## config.mk

```make
export PLATFORM = sky130hd
export DESIGN_NAME = vector_mac_sequencer
export DESIGN_NICKNAME = d
export VERILOG_FILES = /design/src/rtl/vec_mac_pkg.sv /design/src/rtl/vec_scalar_broadcast.sv /design/src/rtl/vector_mac_sequencer.sv
export SDC_FILE = /design/constraint.sdc
export NUM_CORES = 1
export LEC_CHECK = 0
export CORE_AREA = 3 3 420 422
export DETAILED_ROUTE_END_ITERATION = 8
export DIE_AREA = 0 0 423 425
export GPL_TIMING_DRIVEN = 0
export REMOVE_ABC_BUFFERS = 1
export SKIP_CTS_REPAIR_TIMING = 1
export SLEW_MARGIN = 30
export SYNTH_ARGS = -nofsm -noshare
export SYNTH_HDL_FRONTEND = slang
export SYNTH_SLANG_ARGS = --single-unit
```

## constraint.sdc

```tcl
create_clock -name clk -period 1.6 [get_ports clk]
set_input_delay 0.32 -clock clk [delete_from_list [all_inputs] [get_ports clk]]
set_output_delay 0.32 -clock clk [all_outputs]
set_load 0.03 [all_outputs]
```

## src/rtl/vec_mac_pkg.sv

```systemverilog
// Shared types for the vector multiply-add issue path: op codes, SEW encodings
// and sequencer states.
package vec_mac_pkg;

   localparam int VLEN_DEF = 128;

   typedef enum logic [2:0] {
      VMACC_VV  = 3'b000,
      VMACC_VX  = 3'b001,
      VNMSAC_VV = 3'b010,
      VNMSAC_VX = 3'b011,
      VMADD_VV  = 3'b100,
      VMADD_VX  = 3'b101,
      VNMSUB_VV = 3'b110,
      VNMSUB_VX = 3'b111
   } accum_op_e;

   typedef enum logic [1:0] {
      SEW8    = 2'b00,
      SEW16   = 2'b01,
      SEW32   = 2'b10,
      SEW_ILL = 2'b11
   } sew_e;

   typedef enum logic [1:0] {
      IDLE  = 2'b00,
      DRIVE = 2'b01,
      WAIT  = 2'b10,
      WB    = 2'b11
   } seq_state_e;

   // bit0 of the op selects the scalar (.vx) form of operand A
   function automatic logic op_is_vx(input logic [2:0] op);
      return op[0];
   endfunction

   // bit1 marks the negated-product forms (VNMSAC / VNMSUB)
   function automatic logic op_is_neg(input logic [2:0] op);
      return op[1];
   endfunction

endpackage

```

## src/rtl/vec_scalar_broadcast.sv

```systemverilog
// Replicates a scalar across a VLEN-wide vector at the given element width.
// Purely combinational; the illegal SEW code yields zero.
module vec_scalar_broadcast
   import vec_mac_pkg::*;
#(
   parameter int VLEN = VLEN_DEF
) (
   input  logic [31:0]     rs1_i,
   input  logic [1:0]      sew_i,
   output logic [VLEN-1:0] bcast_o
);

   logic [VLEN-1:0] b8, b16, b32;

   genvar gi;
   generate
      for (gi = 0; gi < VLEN/8; gi++) begin : g_b8
         assign b8[gi*8 +: 8] = rs1_i[7:0];
      end
      for (gi = 0; gi < VLEN/16; gi++) begin : g_b16
         assign b16[gi*16 +: 16] = rs1_i[15:0];
      end
      for (gi = 0; gi < VLEN/32; gi++) begin : g_b32
         assign b32[gi*32 +: 32] = rs1_i;
      end
   endgenerate

   always_comb begin
      bcast_o = '0;
      case (sew_i)
         SEW8:    bcast_o = b8;
         SEW16:   bcast_o = b16;
         SEW32:   bcast_o = b32;
         default: bcast_o = '0;
      endcase
   end

endmodule

```

## src/rtl/vector_mac_sequencer.sv

```systemverilog
// Issue/control stage in front of the vector multiply-add unit: latches one
// instruction, holds MAC inputs until done, then offers the result for write-back.
module vector_mac_sequencer
   import vec_mac_pkg::*;
#(
   parameter int VLEN           = VLEN_DEF,
   parameter int TIMEOUT_CYCLES = 64,
   parameter int ADDR_W         = 5
) (
   input  logic              clk,
   input  logic              reset,
   input  logic              issue_valid,
   output logic              issue_ready,
   input  logic [2:0]        issue_op,
   input  logic [1:0]        issue_sew,
   input  logic              issue_signed,
   input  logic [ADDR_W-1:0] issue_vd_addr,
   input  logic [VLEN-1:0]   vs1_data,
   input  logic [VLEN-1:0]   vs2_data,
   input  logic [VLEN-1:0]   vd_data,
   input  logic [31:0]       rs1_data,
   output logic [VLEN-1:0]   mac_data_A,
   output logic [VLEN-1:0]   mac_data_B,
   output logic [VLEN-1:0]   mac_data_C,
   output logic [2:0]        mac_accum_op,
   output logic [1:0]        mac_sew,
   output logic              mac_signed_mode,
   output logic              mac_ctrl,
   output logic              mac_sew_16_32,
   output logic              mac_sew_32,
   input  logic [VLEN-1:0]   mac_result,
   input  logic              mac_done,
   output logic              wb_valid,
   input  logic              wb_ready,
   output logic [VLEN-1:0]   wb_data,
   output logic [ADDR_W-1:0] wb_vd_addr,
   output logic              wb_error,
   output logic              busy
);

   localparam int CNT_W = $clog2(TIMEOUT_CYCLES + 1);

   seq_state_e        state_q, state_d;
   logic [CNT_W-1:0]  cnt_q, cnt_d;
   logic [VLEN-1:0]   a_q, a_d, b_q, b_d, c_q, c_d;
   logic [2:0]        op_q, op_d;
   logic [1:0]        sew_q, sew_d;
   logic              sgn_q, sgn_d;
   logic [ADDR_W-1:0] vd_q, vd_d;
   logic [VLEN-1:0]   wbd_q, wbd_d;
   logic              err_q, err_d;
   logic [VLEN-1:0]   rs1_bcast;

   vec_scalar_broadcast #(.VLEN(VLEN)) u_bcast (
      .rs1_i   (rs1_data),
      .sew_i   (issue_sew),
      .bcast_o (rs1_bcast)
   );

   always_comb begin
      state_d = state_q;
      cnt_d   = cnt_q;
      a_d     = a_q;
      b_d     = b_q;
      c_d     = c_q;
      op_d    = op_q;
      sew_d   = sew_q;
      sgn_d   = sgn_q;
      vd_d    = vd_q;
      wbd_d   = wbd_q;
      err_d   = err_q;
      case (state_q)
         IDLE: begin
            if (issue_valid) begin
               vd_d  = issue_vd_addr;
               wbd_d = '0;
               err_d = 1'b0;
               // An illegal SEW never reaches the MAC: its inputs stay at zero.
               if (issue_sew == SEW_ILL) begin
                  err_d   = 1'b1;
                  state_d = WB;
               end else begin
                  a_d     = op_is_vx(issue_op) ? rs1_bcast : vs1_data;
                  b_d     = vs2_data;
                  c_d     = vd_data;
                  op_d    = issue_op;
                  sew_d   = issue_sew;
                  sgn_d   = issue_signed;
                  state_d = DRIVE;
               end
            end
         end
         DRIVE: begin
            // done may still be high from the previous op; it is not looked at here
            cnt_d   = '0;
            state_d = WAIT;
         end
         WAIT: begin
            cnt_d = cnt_q + CNT_W'(1);
            if (mac_done) begin
               wbd_d   = mac_result;
               err_d   = 1'b0;
               state_d = WB;
            end else if (cnt_q == CNT_W'(TIMEOUT_CYCLES - 1)) begin
               wbd_d   = '0;
               err_d   = 1'b1;
               state_d = WB;
            end
         end
         WB: begin
            if (wb_ready) begin
               a_d     = '0;
               b_d     = '0;
               c_d     = '0;
               op_d    = '0;
               sew_d   = '0;
               sgn_d   = 1'b0;
               state_d = IDLE;
            end
         end
         default: state_d = IDLE;
      endcase
   end

   always_ff @(posedge clk) begin
      if (!reset) begin
         state_q <= IDLE;
         cnt_q   <= '0;
         a_q     <= '0;
         b_q     <= '0;
         c_q     <= '0;
         op_q    <= '0;
         sew_q   <= '0;
         sgn_q   <= 1'b0;
         vd_q    <= '0;
         wbd_q   <= '0;
         err_q   <= 1'b0;
      end else begin
         state_q <= state_d;
         cnt_q   <= cnt_d;
         a_q     <= a_d;
         b_q     <= b_d;
         c_q     <= c_d;
         op_q    <= op_d;
         sew_q   <= sew_d;
         sgn_q   <= sgn_d;
         vd_q    <= vd_d;
         wbd_q   <= wbd_d;
         err_q   <= err_d;
      end
   end

   assign issue_ready     = (state_q == IDLE);
   assign busy            = (state_q != IDLE);
   assign wb_valid        = (state_q == WB);
   assign wb_data         = wbd_q;
   assign wb_vd_addr      = vd_q;
   assign wb_error        = err_q;
   assign mac_data_A      = a_q;
   assign mac_data_B      = b_q;
   assign mac_data_C      = c_q;
   assign mac_accum_op    = op_q;
   assign mac_sew         = sew_q;
   assign mac_signed_mode = sgn_q;
   assign mac_ctrl        = op_is_neg(op_q);
   assign mac_sew_16_32   = (sew_q != SEW8);
   assign mac_sew_32      = (sew_q == SEW32);

endmodule

```

==> out/summary.md, run 1 <==
1090 I/O pins were placed. The required time of the critical path was 2.21 ns. The kind of path behind the tightest hold check is in -> reg. The starting density of the core is 0.123, and the share of the core filled with cells is 0.226. The tools report the non-filler instance count after layout as 6025. The worst setup path is of the reg -> reg kind. Each instance of the synthesized netlist takes up on average 8.50 um2. The first detailed-routing pass ran for 6 iterations. The H-tree was split into 3 levels. The detailed router's first-iteration violation count is 1551. The tools report the die area as 0.180 mm2. The startpoint class of the critical path is a register. The layout overhead on the synthesized area works out to 83.3%. The run gives -0.800 ns as the post-layout worst setup margin.

From bottom edge to top edge, the die measures 425 um. The overall overflow remaining after global route was 0. The die is 423 um wide.

The tightest slew margin relative to the limit came out at 0.384. The smallest clock period supported by the final layout is computed as 2.40 ns. The worst hold path passes through 3 cells.

The share of the clock period used by the worst path after layout came out at 1.50. Setup repair after global routing could not meet its margin everywhere. Port buffer count: 1089. The root cell of the clock tree was sky130_fd_sc_hd__clkbuf_16.

The mean routed wirelength per cell came out at 27.9 um. Summed over all layers, the routed wires come to 168000 um. The tools report the final net count as 4149. The total standard cell area after synthesis was 0.0214 mm2. Derived from the worst setup path, the maximum achievable clock frequency is 417 MHz. The kind of cell adding the most delay to the critical path is buffers and inverters. The floorplan has 153 rows.

The worst-case IR drop observed on VDD is 0.851 mV. The number of placed instances, taps included, is 5747. The post-layout instance area is 0.0392 mm2, and the final max-slew violation count is 0. The run finished, with violations left.

The number of buffer and inverter instances along the worst setup path works out to 7. The final hold violation count is 0. Part of the Yosys area used for sequential elements: 0.498. In the routed layout, each cell is associated on average with a via count of 3.96. For the number of antenna violations at the first check in global routing, the log shows 177. Counting the buffers created by CTS gives 78.

Walking the worst path, the cells encountered are ha_4, buf_16, nor2b_4, a211oi_4, buf_6, buf_12, buf_12, buf_12, buf_12, buf_12, nand3b_1, a21oi_1. The proportion of layout cells with a drive suffix above 1 works out to 0.0907. The run gives 0.173 as the global router's overall resource usage.

For the standard cell area after detailed placement, the log shows 0.0352 mm2. The checks that failed: negative setup slack. Among all stages on the critical path, the largest delay is contributed by sky130_fd_sc_hd__dfxtp_4. The tools report the largest buffer count on any clock path as 3. Data on the critical path arrives at its endpoint at 3.01 ns.

Along the worst path, the maximum fanout reaches 7. Global-route wire length before repair: 211000 um. The transition at the pin with the smallest max-transition slack is 0.923 ns, and the routability congestion estimate is 0.898. The via count of the first global-routing pass is 22400. The design draws 75.2 mW. The synthesis-stage register bit count works out to 533. The number of remaining DRC errors came out at 0.

Counting distinct cell types in the post-synthesis netlist gives 38. The library cell used most frequently in the layout, excluding fill and tap cells, is sky130_fd_sc_hd__clkdlybuf4s50_1. Clock tree synthesis found a total of 533 sinks. The tool flagged a number of max-cap violations equal to 0. Summing over every cut layer, the via total after detailed routing is 23800. TritonCTS built the clock tree. Power per cell area: 1920 mW/mm2. The top cell types in the final layout, fill and taps aside, are 1063 x sky130_fd_sc_hd__clkdlybuf4s50_1, 576 x sky130_fd_sc_hd__nand2_1, 516 x sky130_fd_sc_hd__dfxtp_1. The tools report the post-detailed-route count of antenna-violating nets as 0.

The tools report the static power due to leakage as 13.8 nW. Summed over all nets, the half-perimeter wirelength after detailed placement is 135000 um. The cell count after synthesis is 2517, and the area of the core is 0.173 mm2. The number of warnings reported in the yosys synthesis log was 0. Endpoint kind of the worst setup timing path: a register. The clock slew at the register clock pins of the worst setup and hold paths is 0.06 ns. The cell occurring most often along the worst timing path is sky130_fd_sc_hd__buf_12. The setup violation total in the final timing report was 1037. On the worst path, the slowest cell contributes a delay of 0.36 ns. The clock latency of the later-clocked register in the worst-skew pair was 0.68 ns; the number of cell instances on the worst register-to-register path was 12.

The logs give 113 for the pin count of the biggest net entering global routing and -504.63 ns for the final-layout setup total negative slack. Counting buffers and inverters, the worst setup path is 12 cells deep. On the final layout, the worst clock skew is 0.0278 ns.
[cell type report]
cell class / count / area [um2]
Antenna cell: 52 / 130
Clock buffer: 115 / 2250
Clock inverter: 29 / 445
Fill cell: 19000 / 134000
Inverter: 15 / 61.3
Multi-Input combinational cell: 1734 / 9780
Sequential cell: 533 / 10700
Tap cell: 2325 / 2910
Timing Repair Buffer: 1222 / 13000
[flip-flops by register name (all words and copies together) (netlist names)]
signal and flops:
mac_signed_mode 1, mac_data_A 128, wb_error 1, mac_sew 2, wb_data 128, mac_data_B 128
mac_accum_op 3, mac_data_C 128, state_q 2, cnt_q 7, wb_vd_addr 5
[kinds of logic after synthesis]
kind of cell    share of synthesized area
compound gates                      0.145
xor+xnor                          0.00123
fa+ha+maj                         0.00292
buf+inv                            0.0538
flops                               0.498
mux                                0.0603
simple gates                        0.238
[worst reg2reg max path: stages, from the launching register on]
cell and delay, ns:
sky130_fd_sc_hd__dfxtp_4 0.36, sky130_fd_sc_hd__ha_4 0.19, sky130_fd_sc_hd__buf_16 0.13, sky130_fd_sc_hd__nor2b_4 0.13
sky130_fd_sc_hd__a211oi_4 0.29, sky130_fd_sc_hd__buf_6 0.16, sky130_fd_sc_hd__buf_12 0.11, sky130_fd_sc_hd__buf_12 0.12
sky130_fd_sc_hd__buf_12 0.10, sky130_fd_sc_hd__buf_12 0.13, sky130_fd_sc_hd__buf_12 0.14, sky130_fd_sc_hd__nand3b_1 0.24
sky130_fd_sc_hd__a21oi_1 0.22
[worst paths after layout]
path / start / endpoint / slack [ns]
setup / recovery: state_q[1] / mac_data_B[5] / -0.80
hold / removal: reset / mac_data_A[21] / 0.04
setup reg to reg: state_q[1] / mac_data_B[5] / -0.80
hold reg to reg: mac_data_B[122] / mac_data_B[122] / 0.45
[routing by layer]
metal  track usage  vias up  wire length, um  part of all wire
met3        0.0877      391            18700              0.11
met2         0.280     1110            76700              0.46
li1              -    10900                -                 -
met5             0        -              600            0.0036
met4        0.0905       92             9630             0.057
met1         0.185    11400            62600              0.37
[Yosys cell counts]
master	number	share of area
sky130_fd_sc_hd__nor2b_1	19	0.0056
sky130_fd_sc_hd__buf_8	1	0.00070
sky130_fd_sc_hd__nand3_1	113	0.026
sky130_fd_sc_hd__o31ai_1	72	0.025
sky130_fd_sc_hd__buf_6	11	0.0058
sky130_fd_sc_hd__ha_1	5	0.0029
sky130_fd_sc_hd__or2_2	1	0.00029
sky130_fd_sc_hd__clkinv_1	1	0.00018
sky130_fd_sc_hd__a31o_1	5	0.0020
sky130_fd_sc_hd__buf_1	13	0.0023
sky130_fd_sc_hd__o21ai_0	134	0.031
sky130_fd_sc_hd__nor2_1	21	0.0037
sky130_fd_sc_hd__a21oi_1	312	0.073
sky130_fd_sc_hd__inv_1	14	0.0025
sky130_fd_sc_hd__and2_1	1	0.00029
sky130_fd_sc_hd__a311oi_1	3	0.0012
sky130_fd_sc_hd__nand2_1	579	0.10
sky130_fd_sc_hd__buf_2	54	0.013
sky130_fd_sc_hd__xor2_1	3	0.0012
sky130_fd_sc_hd__nor3_1	8	0.0019
sky130_fd_sc_hd__a31o_2	3	0.0012
sky130_fd_sc_hd__a211o_1	1	0.00041
sky130_fd_sc_hd__nand2b_1	11	0.0032
sky130_fd_sc_hd__o21ai_1	30	0.0070
sky130_fd_sc_hd__buf_4	13	0.0046
sky130_fd_sc_hd__or3_1	4	0.0012
sky130_fd_sc_hd__a31oi_1	8	0.0023
sky130_fd_sc_hd__mux2i_1	129	0.060
sky130_fd_sc_hd__clkbuf_1	144	0.025
sky130_fd_sc_hd__nand4b_1	4	0.0016
sky130_fd_sc_hd__dfxtp_1	533	0.50
sky130_fd_sc_hd__nand3b_1	260	0.091
sky130_fd_sc_hd__and3_1	1	0.00029
sky130_fd_sc_hd__nand4_1	2	0.00058
sky130_fd_sc_hd__a211oi_1	1	0.00035
sky130_fd_sc_hd__a21boi_0	1	0.00035
sky130_fd_sc_hd__o21bai_2	1	0.00053
sky130_fd_sc_hd__a21bo_1	1	0.00047
[stage by stage]
step | hold WS, ns | worst slack [ns]
floorplan | 0.451 | -16.46
global placement | 0.432 | -39.41
detailed placement | 0.442 | -2.18
CTS | -0.0359 | -2.10
global route | 0.0380 | -0.857
finish | 0.0399 | -0.800
[report_power, final]
| part | leakage [nW] | internal [mW] | switching [mW] |
|---|---|---|---|
| Combinational | 8.09 | 15.6 | 22.7 |
| Sequential | 4.36 | 16.5 | 1.74 |
| Clock | 1.32 | 11.3 | 7.37 |
Power figures use the tool's default switching activity.
==> inputs of run 2 (changes only) <==
- ABC_AREA: default -> 1
- CORE_AREA: 3 3 420 422 -> 3 3 418 420
- DIE_AREA: 0 0 423 425 -> 0 0 421 423
==> run 2 against run 1 <==
Against the previous run:
- total power shrank 9.7%
- largest cell class unchanged
- setup slack gained 0.080 ns
- combinational power shrank 13%
- utilization grew 1.5 points
- register-to-register slack gained 0.08 ns
- highest routed layer unchanged
- first-iteration DRC count grew 39%
- the run still ends with negative setup slack left
- synthesized cell count grew 16%
==> out/summary.md, run 2 <==
The flow ran to the end, but the final reports show violations. The final reports fail on negative setup slack. After filler insertion, the fill cell instance count of the layout stands at 18700. Detailed placement finished with a half-perimeter wire length of 124000 um. The min-delay analysis places its worst path in the category in -> reg.

After detailed routing, the average wire length per cell comes to 26.0 um. The routed design could run at a clock period as short as 2.32 ns. Setup repair after global routing could not meet its margin everywhere. Tightest slew margin relative to the limit: 0.338. The run gives 23500 as the via count of the first global-routing pass.

The library cell used most frequently in the layout, excluding fill and tap cells, is sky130_fd_sc_hd__clkdlybuf4s50_1. The share of the synthesized area in the top cell type was 0.502. The proportion of layout cells with a drive suffix above 1 is 0.179, and the data arrival time at the worst-slack endpoint is 2.92 ns.

The worst setup path endpoint is mac_data_A[49]. The boundary pin count is 1090. In the synthesized netlist the dominant register cell turns out to be sky130_fd_sc_hd__dfxtp_1. The cell sitting at the root of the clock tree is a sky130_fd_sc_hd__clkbuf_16. For the final routed database, the setup TNS stands at -491.50 ns. The worst setup path is captured at a register. By area the synthesized netlist is led by sky130_fd_sc_hd__dfxtp_1 50%, sky130_fd_sc_hd__nand2_1 15%, sky130_fd_sc_hd__a21oi_1 13%. Global routing finished with a remaining overflow of 0.

The largest buffer count on any clock path is 3, and the final net count is 4589. The tools report the final max-slew violation count as 0. The H-tree generated during clock tree synthesis spans 3 levels.

Counting every sink on the clock net gives 533. Yosys mapped the design onto 24 distinct sky130hd cell types. The reg-to-reg critical path startpoint was state_q[0]. In this run the static leakage power is 15.3 nW. CTS buffer count: 74. After detailed routing, the number of remaining DRC violations is 0. The clock latency of the later-clocked register in the worst-skew pair was 0.70 ns. In the routed layout, each cell is associated on average with a via count of 4.03. The per-instance average area after synthesis is 7.26 um2, and the post-layout worst setup margin is -0.720 ns. Across the routed clock network, the largest skew measured is 0.0376 ns. Counting flops with a built-in enable in the synthesized netlist gives 0.

OpenSTA, run right after detailed placement, puts the worst setup slack at -2.92 ns. The port buffer count was 1089. The site row count came out at 152. Setup violations remaining at the end of the flow were counted as 1033. The run gives 0.124 as the starting density of the core.

Kind of critical path: reg -> reg. Once detail routing completed, the nets flagged for antenna violations numbered 0. Max-cap violations in this run came to 0. The setup slack of the most critical reg-to-reg path was -0.72 ns. The global router's overall resource usage is 0.164. The die is 423 um tall. Derived from the worst setup path, the maximum achievable clock frequency is 431 MHz. After technology mapping, the gate count stands at 2930. The final hold violation count is 0, and the highest net fanout along the worst path is 7. Before antenna repair, the detailed router went through 5 iterations. The library cells used most frequently in the layout, excluding fill and tap cells, are 1059 x sky130_fd_sc_hd__clkdlybuf4s50_1, 724 x sky130_fd_sc_hd__nand2_1, 515 x sky130_fd_sc_hd__dfxtp_1.

The worst hold path begins at reset. Across the VDD grid, the largest voltage drop is 0.814 mV. The number of cell instances on the worst register-to-register path is 14, and the part of the Yosys area used for sequential elements is 0.502. The tightest hold margin is 0.136 ns.

Routability-driven placement finished with a final weighted congestion of 0.911. The number of antenna violations at the first check in global routing was 128; the detailed router's first-iteration violation count was 2160. The tools report the global-route wire length before repair as 203000 um. Worst flop-to-flop path endpoint: mac_data_A[49]. In the post-synthesis netlist, the cell with the most instances is sky130_fd_sc_hd__nand2_1.

TritonCTS built the clock tree. The tools report the timing startpoint of the critical path as state_q[0]. The share of the core filled with cells was 0.241. The run gives 167000 um as the wire length after detailed routing.

The die width works out to 421 um. The clock slew at the register clock pins of the worst setup and hold paths is 0.06 ns, and the required time of the critical path is 2.20 ns. Entering global routing, the biggest net connects 112 pins. The routed layout has 25900 vias. For this run, the number of Yosys warnings is 0. Transition at the pin with the smallest max-transition slack: 0.991 ns. The area of the core is 0.171 mm2.

Cell accounting for the most synthesized area: sky130_fd_sc_hd__dfxtp_1. The share of the clock period used by the worst path after layout came out at 1.45. The layout overhead on the synthesized area is 94.0%. The power per cell area was 1650 mW/mm2; the fraction of registers with async set or reset after synthesis was 0. Counting instances in the post-synthesis netlist gives the leading cell types as 857 x sky130_fd_sc_hd__nand2_1, 535 x sky130_fd_sc_hd__a21oi_1, 533 x sky130_fd_sc_hd__dfxtp_1, 266 x sky130_fd_sc_hd__nand3_1, 248 x sky130_fd_sc_hd__nor2_1.

The total standard cell area after synthesis is 0.0213 mm2. Synthesis inferred 533 register bits. The worst setup path is launched from a register. The die covers 0.178 mm2.
-- run 2: cell count changes after synthesis, sizes merged, moves of 19 or more --
cell	before	now
buf	92	111
or2	1	86
nand3	113	266
nand3b	260	0
mux2i	129	0
a21oi	312	535
nand2	579	859
inv	14	129
o21ai	164	20
clkbuf	144	116
o31ai	72	1
nor2b	19	0
nor2	21	249
-- run 2: per-stage QoR --
| stage | std cells | cell area [um2] | power (mW) |
|---|---|---|---|
| after floorplan | 2703 | 20200 | 23.5 |
| after global placement | 6102 | 34000 | 27.2 |
| after detailed placement | 6144 | 35100 | 43.1 |
| after CTS | 6276 | 37600 | 61.1 |
| after global routing | 6401 | 41200 | 70.8 |
| final | 6422 | 41300 | 67.9 |
-- run 2: cell type report --
type	instances	area, um2	share of cell area
Timing Repair Buffer	1240	13700	0.332
Multi-Input combinational cell	2044	10800	0.263
Sequential cell	533	10700	0.259
Tap cell	2310	2890	0.0700
Clock buffer	95	2000	0.0485
Clock inverter	37	523	0.0127
Inverter	130	514	0.0125
Antenna cell	32	80.1	0.00194
Timing Repair inverter	1	7.51	0.000182
-- run 2: how the worst min path moves through the flow --
| stage | to | cells after the start |
|---|---|---|
| 2_1_floorplan | cnt_q[5] | 2 |
| 3_3_place_gp | mac_data_C[71] | 2 |
| 3_5_place_dp | wb_data[109] | 2 |
| 4_1_cts | wb_data[8] | 3 |
| 5_1_grt | wb_data[8] | 3 |
| 6_report | wb_data[8] | 3 |
-- run 2: layer usage --
layer / vias up / global-route usage / part of all wire
met2: 1245 / 0.270 / 0.46
li1: 11700 / - / -
met5: - / 0 / 0.0021
met3: 338 / 0.0618 / 0.092
met4: 52 / 0.0617 / 0.039
met1: 12500 / 0.193 / 0.40
-- run 2: cells by family (layout without fill, tap and decap cells) --
| family | count (synthesis) | after routing | share of synthesized area |
|---|---|---|---|
| simple gates | 1478 | 1482 | 0.289 |
| compound gates | 557 | 557 | 0.131 |
| flops | 533 | 533 | 0.502 |
| buf+inv | 357 | 1503 | 0.0748 |
| fa+ha+maj | 5 | 5 | 0.00294 |
| other cells | 0 | 32 | 0 |
-- run 2: power breakdown --
part           leakage, nW  total, mW  internal [mW]  switching, mW
Combinational         9.75       33.2           13.4           19.8
Clock                 1.22       17.5           10.1           7.38
Sequential            4.36       17.2           15.8           1.42
-- run 2: critical path: stages (launching register included) --
cell and delay [ns]:
sky130_fd_sc_hd__dfxtp_4 0.37, sky130_fd_sc_hd__inv_6 0.08, sky130_fd_sc_hd__ha_4 0.20, sky130_fd_sc_hd__nand2_4 0.08, sky130_fd_sc_hd__nand2_4 0.12, sky130_fd_sc_hd__nand2_8 0.07, sky130_fd_sc_hd__buf_16 0.13, sky130_fd_sc_hd__nor2_4 0.14
sky130_fd_sc_hd__clkbuf_16 0.18, sky130_fd_sc_hd__buf_16 0.15, sky130_fd_sc_hd__buf_16 0.14, sky130_fd_sc_hd__buf_16 0.15, sky130_fd_sc_hd__clkbuf_16 0.18, sky130_fd_sc_hd__nand3_4 0.10, sky130_fd_sc_hd__a21oi_2 0.13
==> inputs of run 3 (changes only) <==
- PLACE_DENSITY: default -> 0.43
- clock period: 1.6 -> 2.2 ns (I/O delays scaled with it)
==> run 3 against run 2 <==
Against the previous run:
- register-to-register slack improved by 0.44 ns
- total power decreased by 30%
- clock-buffer cell count rose by 11
- fmax decreased by 6.5%
- cell area down 3.1%
- critical path depth up 2
- hold slack improved by 0.12 ns
- the run still ends with negative setup slack left
- first-iteration DRC count shrank 31%
- utilization decreased by 0.75 points
- setup slack gained 0.44 ns
- clock skew decreased by 0.0060 ns
==> out/summary.md, run 3 (synthesis results as in run 2) <==
The flow ran to the end, but the final reports show violations. The checks that failed: negative setup slack. The first global-routing pass estimated 194000 um of wire.

Static power due to leakage: 14.8 nW. Relative to the synthesized area, the layout overhead comes to 88.0%. The global router's overall resource usage was 0.155; the top achievable clock speed was 403 MHz. During placement, the flow inserted port buffers numbering 1089. Starting density of the core: 0.124. The mean routed wirelength per cell came out at 23.9 um. The tools report the met3 wirelength from detailed routing as 10800 um. The proportion of layout cells with a drive suffix above 1 came out at 0.126. The timing startpoint of the critical path was state_q[1]. The post-layout minimum cycle time came out at 2.48 ns. The critical path goes through inv_4, ha_4, nand2_4, nand2_4, inv_4, nand2_8, buf_16, nor2_4, clkbuf_16, buf_16, buf_16, buf_16, buf_16, buf_16, nand2_8, a21oi_2. Entering global routing, the biggest net connects 97 pins. The clock net in this run drives a total of 533 sinks.

Among the stages of the critical path, the cell type that occurs most often is sky130_fd_sc_hd__buf_16. Tightest slew margin relative to the limit: 0.434. The power per cell area is 1190 mW/mm2. Master of the slowest instance on the critical path: sky130_fd_sc_hd__dfxtp_4.

The library cell used most frequently in the layout, excluding fill and tap cells, is sky130_fd_sc_hd__clkdlybuf4s50_1. Once placement finished, the instance area stood at 0.0351 mm2. The startpoint class of the critical path was a register. Of all nets on the critical path, the largest fanout is 8.

Setup repair after global routing could not meet its margin everywhere. STA classifies the critical path endpoint as a register. Summed over all layers, the routed wires come to 153000 um.

The path with the worst hold slack has its endpoint at wb_data[104]. The critical path is of the reg -> reg type. At the pin with the least slew margin, the transition time is 0.847 ns.

The reg-to-reg critical path startpoint is state_q[1]. Together, buffers and inverters on the worst path number 9. The tightest hold margin was 0.261 ns. The number of cell instances on the worst register-to-register path was 16. The die covers 0.178 mm2.

The via count of the first global-routing pass is 23300. The die is 423 um tall. The CTS buffer count came out at 76. At the end of routability-driven placement, the weighted congestion stood at 0.841. In this run, the number of DRC markers left after iteration 0 of detailed routing was 1480. The number of antenna violations at the first check in global routing came out at 64.

Root cell of the clock tree: sky130_fd_sc_hd__clkbuf_16. The tools report the final max-slew violation count as 0. Clock latency on the worst-skew pair, taken at its later pin, is 0.71 ns.

The run gives -0.281 ns as the post-layout worst setup margin. For the placed wire-length estimate, the log shows 114000 um. The core region is 0.171 mm2. Between clock sinks in the finished design, the worst skew comes to 0.0316 ns. After clock tree synthesis, the clock-pin slew on the worst setup and hold paths is 0.06 ns. The highest routing layer actually used is met5.

STA puts the critical path data arrival time at 3.10 ns. The min-delay analysis places its worst path in the category in -> reg. Total met2 wirelength after detailed routing: 74400 um. The final net count is 4573.

The logs give 0.605 mV for the peak supply drop and 3 for the largest buffer count on any clock path. The worst hold path begins at reset. The post-layout instance area is 0.0400 mm2, and the via count is 24700. The tools report the site row count as 152. The logs give 0 for the number of remaining DRC errors and 62500 um for the routed length on met1. TritonCTS built the clock tree. The largest stage delay on the critical path was 0.38 ns. The post-detailed-route count of antenna-violating nets is 0.

Max-cap violations in this run came to 0. The number of instances on the worst hold path came out at 3. The final hold violation count was 0. In the routed layout, each cell is associated on average with a via count of 3.86. For the required time of the critical path, the log shows 2.82 ns. CTS built an H-tree with a depth of 3. Global routing finished with a remaining overflow of 0.

Setup violation total in the final timing report: 444. The endpoint identified for the worst register-to-register timing path is mac_data_C[23]. During I/O placement, the number of pins put on the boundary was 1090.

Leaving out fill and tap cells, the most frequent cells in the layout are 1073 x sky130_fd_sc_hd__clkdlybuf4s50_1, 797 x sky130_fd_sc_hd__nand2_1, 529 x sky130_fd_sc_hd__dfxtp_1. The pre-antenna-repair detailed-routing pass consisted of 5 iterations. The share of the core filled with cells came out at 0.233. The die is 421 um wide. The share of the clock period used by the worst path after layout works out to 1.13.

The setup slack of the most critical reg-to-reg path came out at -0.28 ns. The kind of cell adding the most delay to the critical path was buffers and inverters.
run 3: cell types whose count changed in the layout (fill, tap and decap cells not counted), sizes merged, moves of 4 or more:
| cell | before | now |
|---|---|---|
| clkbuf | 135 | 139 |
| dlymetal6s2s | 8 | 13 |
| clkdlybuf4s50 | 1059 | 1073 |
| clkinv | 26 | 18 |
| buf | 133 | 107 |
run 3: worst register-to-register path: cells and delay by family (launching register included):
kind                     cells  cell delay (ns)
buffers and inverters        9             1.20
AND/OR/NAND/NOR              5             0.51
flip-flops                   1             0.38
adder cells (fa/ha/maj)      1             0.20
AO/OA/AOI/OAI                1             0.15
run 3: power by group:
group / switching [mW] / leakage [nW] / internal [mW]
Combinational: 13.3 / 9.15 / 8.90
Clock: 5.32 / 1.28 / 7.76
Sequential: 0.964 / 4.36 / 11.5
run 3: area by class of cell:
type                    instances  area [um2]
well taps                    2310        2890
diodes                         30        75.1
multi-input cells            2041        9870
clock buffers                 106        2220
repair buffers               1226       13400
fillers                     19000      131000
clock inverters                29         377
flip-flops and latches        533       10700
inverters                     130         510
run 3: how the worst max path moves through the flow:
stage / to / slack [ns] / cells past startpoint
after floorplan: mac_data_A[104] / -7.37 / 9
after global placement: mac_data_C[92] / -24.25 / 8
after detailed placement: mac_data_C[92] / -2.19 / 15
after CTS: mac_data_C[92] / -2.01 / 14
after global routing: mac_data_C[23] / -0.39 / 16
final: mac_data_C[23] / -0.28 / 16
run 3: per-stage QoR:
stage	setup TNS, ns	worst slack (ns)	cells	power (mW)
final	-39.62	-0.281	6405	47.7
after global routing	-109.05	-0.391	6385	50.0
after CTS	-596.04	-2.01	6280	45.1
after detailed placement	-633.58	-2.19	6145	31.5
after global placement	-9821.59	-24.25	6102	21.2
after floorplan	-3442.59	-7.37	2703	18.9
run 3: metal layers:
| metal | vias up | global-route usage |
|---|---|---|
| met5 | - | 0 |
| met4 | 30 | 0.0658 |
| met3 | 230 | 0.0470 |
| met2 | 848 | 0.261 |
| met1 | 11900 | 0.180 |
| li1 | 11700 | - |
